<file path="src/rtl/serial_add_sub_pkg.sv">
// Shared constants for the bit-serial adder/subtractor.
// State encodings are fixed so other blocks can decode them.
package serial_add_sub_pkg;

   localparam int DATA_WIDTH_DEF = 32;

   typedef enum logic [1:0] {
      IDLE = 2'b00,
      RUN  = 2'b01,
      FIN  = 2'b10
   } state_e;

endpackage

</file>
<file path="src/rtl/serial_add_sub_full_adder.sv">
// Full-adder cell built from two half adders and an OR.
module FULL_ADDER (
   input  logic A,
   input  logic B,
   input  logic CI,
   output logic S,
   output logic CO
);

   logic s0;
   logic c0;
   logic c1;

   HALF_ADDER u_ha0 (
      .A (A),
      .B (B),
      .S (s0),
      .C (c0)
   );

   HALF_ADDER u_ha1 (
      .A (s0),
      .B (CI),
      .S (S),
      .C (c1)
   );

   assign CO = c0 | c1;

endmodule

</file>
<file path="src/rtl/serial_add_sub_half_adder.sv">
// Single-bit half adder primitive.
module HALF_ADDER (
   input  logic A,
   input  logic B,
   output logic S,
   output logic C
);

   assign S = A ^ B;
   assign C = A & B;

endmodule

</file>
<file path="src/rtl/serial_add_sub.sv">
// Bit-serial add/sub: one full-adder cell reused LSB-first,
// one bit per clock, with a start/busy/done handshake.
module serial_add_sub
   import serial_add_sub_pkg::*;
#(
   parameter int DATA_WIDTH = DATA_WIDTH_DEF,
   parameter int CNT_WIDTH  = 6
) (
   input  logic                  CLK,
   input  logic                  RST,
   input  logic                  START,
   input  logic                  SnA,
   input  logic [DATA_WIDTH-1:0] A,
   input  logic [DATA_WIDTH-1:0] B,
   output logic [DATA_WIDTH-1:0] Y,
   output logic                  CO,
   output logic                  OVF,
   output logic                  BUSY,
   output logic                  DONE
);

   localparam logic [CNT_WIDTH-1:0] LAST = CNT_WIDTH'(DATA_WIDTH - 1);

   state_e                  state_q, state_d;
   logic [CNT_WIDTH-1:0]    cnt_q, cnt_d;
   logic [DATA_WIDTH-1:0]   opa_q, opa_d;
   logic [DATA_WIDTH-1:0]   opb_q, opb_d;
   logic [DATA_WIDTH-1:0]   res_q, res_d;
   logic [DATA_WIDTH-1:0]   y_q, y_d;
   logic                    carry_q, carry_d;
   logic                    co_q, co_d;
   logic                    ovf_q, ovf_d;
   logic                    fa_s;
   logic                    fa_co;

   FULL_ADDER u_fa (
      .A  (opa_q[0]),
      .B  (opb_q[0]),
      .CI (carry_q),
      .S  (fa_s),
      .CO (fa_co)
   );

   always_comb begin
      state_d = state_q;
      cnt_d   = cnt_q;
      opa_d   = opa_q;
      opb_d   = opb_q;
      res_d   = res_q;
      y_d     = y_q;
      carry_d = carry_q;
      co_d    = co_q;
      ovf_d   = ovf_q;
      unique case (state_q)
         IDLE: begin
            if (START) begin
               state_d = RUN;
               opa_d   = A;
               opb_d   = SnA ? ~B : B;
               carry_d = SnA;
               cnt_d   = '0;
            end
         end
         RUN: begin
            res_d   = {fa_s, res_q[DATA_WIDTH-1:1]};
            opa_d   = opa_q >> 1;
            opb_d   = opb_q >> 1;
            carry_d = fa_co;
            cnt_d   = cnt_q + CNT_WIDTH'(1);
            // carry_q here is the carry into the MSB
            if (cnt_q == LAST) begin
               y_d     = {fa_s, res_q[DATA_WIDTH-1:1]};
               co_d    = fa_co;
               ovf_d   = carry_q ^ fa_co;
               state_d = FIN;
            end
         end
         FIN: begin
            state_d = IDLE;
         end
         default: begin
            state_d = IDLE;
         end
      endcase
   end

   always_ff @(posedge CLK or posedge RST) begin
      if (RST) begin
         state_q <= IDLE;
         cnt_q   <= '0;
         opa_q   <= '0;
         opb_q   <= '0;
         res_q   <= '0;
         y_q     <= '0;
         carry_q <= 1'b0;
         co_q    <= 1'b0;
         ovf_q   <= 1'b0;
      end else begin
         state_q <= state_d;
         cnt_q   <= cnt_d;
         opa_q   <= opa_d;
         opb_q   <= opb_d;
         res_q   <= res_d;
         y_q     <= y_d;
         carry_q <= carry_d;
         co_q    <= co_d;
         ovf_q   <= ovf_d;
      end
   end

   assign Y    = y_q;
   assign CO   = co_q;
   assign OVF  = ovf_q;
   assign BUSY = (state_q == RUN);
   assign DONE = (state_q == FIN);

endmodule

</file>
<file path="config.mk">
export PLATFORM = sky130hd
export DESIGN_NAME = serial_add_sub
export DESIGN_NICKNAME = d
export VERILOG_FILES = /design/src/rtl/serial_add_sub_pkg.sv /design/src/rtl/serial_add_sub_full_adder.sv /design/src/rtl/serial_add_sub_half_adder.sv /design/src/rtl/serial_add_sub.sv
export SDC_FILE = /design/constraint.sdc
export NUM_CORES = 1
export LEC_CHECK = 0
export ABC_AREA = 1
export CORE_UTILIZATION = 50
export CTS_CLUSTER_DIAMETER = 30
export CTS_CLUSTER_SIZE = 12
export DETAILED_ROUTE_END_ITERATION = 8
export DONT_BUFFER_PORTS = 1
export GPL_TIMING_DRIVEN = 0
export PLACE_DENSITY = 0.67
export REMOVE_ABC_BUFFERS = 1
export SLEW_MARGIN = 20
export SYNTH_ARGS = -nofsm -noshare
export SYNTH_HDL_FRONTEND = slang
export SYNTH_HIERARCHICAL = 1
export SYNTH_SLANG_ARGS = --single-unit
</file>
<file path="constraint.sdc">
create_clock -name CLK -period 7.43 [get_ports CLK]
set_input_delay 1.486 -clock CLK [delete_from_list [all_inputs] [get_ports CLK]]
set_output_delay 1.486 -clock CLK [all_outputs]
set_load 0.01 [all_outputs]
</file>
Word-level counts from Yosys, hierarchy flattened --
Index checks and enable logic that the tools add are counted.
Word-level totals: register bits after elaboration 139, word-level logic and storage cells 39
Operators by class: add/sub/neg operators 1, equal/unequal tests 5, muxes and demuxes 12, bitwise operators 7, reductions and logical operators 5
Operator list (number):
- one-hot mux 32 bit (2 select lines) | 2
- 2-to-1 mux 32 bit | 3
- inverter 32 bit | 1
- one-hot mux 6 bit (2 select lines) | 1
- adder 6 x 1 -> 6 bit, second input constant | 1
- equality test 6 x 5 -> 1 bit, second input constant | 1
- 2-to-1 mux 6 bit | 1
- AND reduction 2 bit | 3
- 2-to-1 mux 2 bit | 2
- one-hot mux 2 bit (2 select lines) | 1
- XOR 1 bit | 3
- bitwise AND 1 bit | 2
- equality test 2 x 1 -> 1 bit, second input constant | 1
- equality test 2 bit, second input constant | 1
- logical NOT 2 bit | 1
- != test 2 x 1 -> 1 bit, second input constant | 1
- != test 2 bit, second input constant | 1
- one-hot mux 1 bit (2 select lines) | 1
- nonzero test 2 bit | 1
- 2-to-1 mux 1 bit | 1
- OR 1 bit | 1

Logic depth before layout (Yosys ltp) --
depth in word-level cells 4, gate-level depth with buffers 8

By module --
The synthesis kept the hierarchy.
By module, submodules not included:
- serial_add_sub | instances 1, cells each 679, area an instance 5948.2 µm², sequential area each 3453.3 µm²
- HALF_ADDER | instances 2, cells each 1, area an instance 12.5 µm², sequential area each 0.0 µm²
- FULL_ADDER | instances 1, cells each 3, area an instance 11.3 µm², sequential area each 0.0 µm²

Least setup slack after synthesis --
No wires, ideal clock.
path kind register to output, start point register state_q[0], end point output BUSY, data arrival time 0.949 ns, required time 5.944 ns, slack 4.995 ns, stages on the path, launching flop included 5, buffers on the path 2, cells stage by stage dfrtp_1 -> inv_2 -> nor2_2 -> buf_2 -> buf_2
On the way: word-level cells in the longest chain between the ends 1
Ends and longest elaborated chain:
- start, declared | line serial_add_sub.sv:24 | state_e state_q, state_d;
- start signal, assigned | line serial_add_sub.sv:99 | state_q <= state_d;
- equality test 2 x 1 -> 1 bit | line serial_add_sub.sv:114 | assign BUSY = (state_q == RUN);
- end, declared | line serial_add_sub.sv:18 | output logic BUSY,
Every way passes these cells.

Worst setup path after layout --
Ends and elaborated chain as after synthesis.

==> results.sh <==
export IMPL_status="complete, but fails checks"
export IMPL_violations="design-rule violations"
export IMPL_fmax_mhz=333
export IMPL_cts_setup_buffers=0
export IMPL_yosys_register_bits=138
export IMPL_min_from="opa_q[31]$_DFFE_PP0P_"
export IMPL_setup_violations=0
export IMPL_layout_commonest_cell="nand2_1"
export IMPL_slowest_delay_ns=0.58
export IMPL_final_cell_mix="nand2_1 (247), dfrtp_1 (138), nand3_1 (98)"
export IMPL_synth_area_per_cell_um2=8.75
export IMPL_synth_cells=684
export IMPL_cts_num_sinks=138
export IMPL_overflow=0
export IMPL_gp_congestion=0.707
export IMPL_syn_area_um2=5980
export IMPL_vias_per_cell=5.23
export IMPL_worstPathMaxFanout=36
export IMPL_crit_path_end_kind="primary output"
export IMPL_die_w_um=111
export IMPL_min_period_over_period_pct=40.4
export IMPL_antenna_found_initial=0
export IMPL_yosysSeqAreaShare_pct=57.7
export IMPL_cap_viol_max_count=0
export IMPL_fin_nets=740
export IMPL_cts_resized=0
export IMPL_die_area_um2=12400
export IMPL_finalHoldViolCount=0
export IMPL_arrival_ns=1.52
export IMPL_dp_hpwl_mm=7.10
export IMPL_rr_startpoint="state_q[0]$_DFFE_PP0P_"
export IMPL_ios=104
export IMPL_p_per_area_nw_per_um2=403
export IMPL_synth_area_leader_cell="dfrtp_1"
export IMPL_route_vias_total=4318
export IMPL_r2r_cells=8
export IMPL_multi_input_area_um2=2180
export IMPL_r2r_slack_ns=4.94
export IMPL_crit_buf_inv=1
export IMPL_drive_gt1_share_pct=6.74
export IMPL_whs_path_depth=2
export IMPL_yosysWarnings=6
export IMPL_rsz0062_at_grt="false"
export IMPL_synth_area_leaders="dfrtp_1 (58%), nand2_1 (16%), nand3_1 (8.2%)"
export IMPL_min_path_type="reg -> reg"
export IMPL_clock_skew_ns=0.00602
export IMPL_grt_max_degree=86
export IMPL_critPathLaunchType="register"
export IMPL_worstSkewPairLatency_ns=0.41
export IMPL_p_leak_nw=3.24
export IMPL_min_delay_worst_endpoint="opa_q[31]$_DFFE_PP0P_"
export IMPL_cp_slowest_cell="nor2_4"
export IMPL_clockBufferDepth=2
export IMPL_cts_made_buffers=17
export IMPL_required_ns=5.94
export IMPL_io_buffers=0
export IMPL_core_um2=11600
export IMPL_slew_violations=0
export IMPL_critPathKind="reg -> out"
export IMPL_fin_crit_ns=3.00
export IMPL_avgRoutedWirePerCell_um=13.7
export IMPL_diodes=0
export IMPL_grtUsageTotal_pct=20.2
export IMPL_vdd_drop_max_mv=0.187
export IMPL_synth_top_area_share_pct=57.7
export IMPL_cts_root_buf="clkbuf_16"
export IMPL_cts_tree="yes"
export IMPL_area_growth_syn_to_layout_pct=12.0
export IMPL_drc_errors=14
export IMPL_die_y_um=111
export IMPL_synth_distinct_cells=21
export IMPL_dr_pass1_iters=6
export IMPL_r2r_end="opa_q[12]$_DFFE_PP0P_"
export IMPL_path_clk_slew_ns=0.05
export IMPL_grt_pass1_wl_mm=19.9
export IMPL_nFillCells=1046
export IMPL_path_cells="inv_2, nor2_4"
export IMPL_h_tree_depth=4
export IMPL_slew_headroom_pct=49.7
export IMPL_final_core_util_pct=57.9
export IMPL_timing_hold_ws_ns=0.472
export IMPL_dr_first_iter_drc_count=244
export IMPL_ant_nets=0
export IMPL_grt_pass1_vias=4347
export IMPL_seqCellArea_um2=3450
export IMPL_row_count=39
export IMPL_worst_slew_pin_slew_ns=0.752
export IMPL_holdBufCountCts=0
export IMPL_path_delay_family="simple AND/OR/NAND/NOR gates"
export IMPL_start_util_pct=51.7
export IMPL_drt_total_wl_mm=11.3
export IMPL_setup_tns_ns=0
kinds of logic after synthesis:
| group | count (synthesis) | share of synthesized area [%] |
|---|---|---|
| compound gates | 69 | 5.77 |
| xor+xnor | 34 | 4.98 |
| fa+ha+maj | 3 | 0.627 |
| buf+inv | 83 | 6.13 |
| flops | 138 | 57.7 |
| simple gates | 357 | 24.8 |
worst min-delay path: cells and delay by family (launching register included):
family | cells | cell delay, ns
flip-flops | 1 | 0.34
AND/OR/NAND/NOR | 2 | 0.11
layout make-up:
| type | count | area share, % |
|---|---|---|
| clock inverter | 8 | 1.01 |
| sequential | 138 | 51.5 |
| clock buffer | 24 | 7.34 |
| inverter | 43 | 2.52 |
| multi-input combinational | 463 | 32.6 |
| timing repair buffer | 6 | 2.35 |
| tap | 143 | 2.67 |
per-stage QoR:
| stage | cells | instance area [µm²] | power, mW | worst slack, ns |
|---|---|---|---|---|
| 2_1_floorplan | 644 | 5780 | 1.71 | 2.25 |
| 3_3_place_gp | 787 | 5960 | 1.85 | 0.183 |
| 3_5_place_dp | 793 | 6140 | 1.93 | 4.37 |
| 4_1_cts | 825 | 6700 | 2.73 | 4.40 |
| 5_1_grt | 825 | 6700 | 2.90 | 4.31 |
| 6_report | 825 | 6700 | 2.70 | 4.43 |
power by group:
group	internal (mW)	switching (mW)	total, mW
registers	1.05	0.206	1.26
logic	0.264	0.391	0.655
clock network	0.492	0.295	0.787
synth_stat cells, drive strengths merged:
cell,count
a21oi,1
buf,30
clkbuf,10
dfrtp,138
ha,3
inv,43
nand2,249
nand3,99
nand4,2
nor2,7
o21ai,68
xnor2,3
xor2,31
layer usage:
metal  part of all wire (%)  track usage, %  vias to the layer above
met5                      0               0                        -
met3                    7.2            6.26                       17
met4                    1.9            8.92                        0
met2                     47            33.2                      119
li1                       -               -                     2146
met1                     44            24.7                     2036
flip-flops by register name (all words and copies together), names as in the netlist:
| name | flops |
|---|---|
| Y | 32 |
| opa_q | 32 |
| opb_q | 32 |
| res_q | 31 |
| cnt_q | 6 |
| state_q | 2 |
| CO | 1 |
| OVF | 1 |
| carry_q | 1 |
worst max path at each step:
stage / start / end / slack, ns / cells past startpoint
after floorplan: RST / CO$_DFFE_PP0P_ / 2.25 / 1
after global placement: state_q[1]$_DFFE_PP0P_ / Y[25]$_DFFE_PP0P_ / 0.18 / 3
after detailed placement: START / opa_q[12]$_DFFE_PP0P_ / 4.37 / 6
after CTS: state_q[0]$_DFFE_PP0P_ / BUSY / 4.40 / 2
after global routing: state_q[0]$_DFFE_PP0P_ / BUSY / 4.31 / 2
final: state_q[0]$_DFFE_PP0P_ / BUSY / 4.43 / 2
Power figures use the tool's default switching activity.
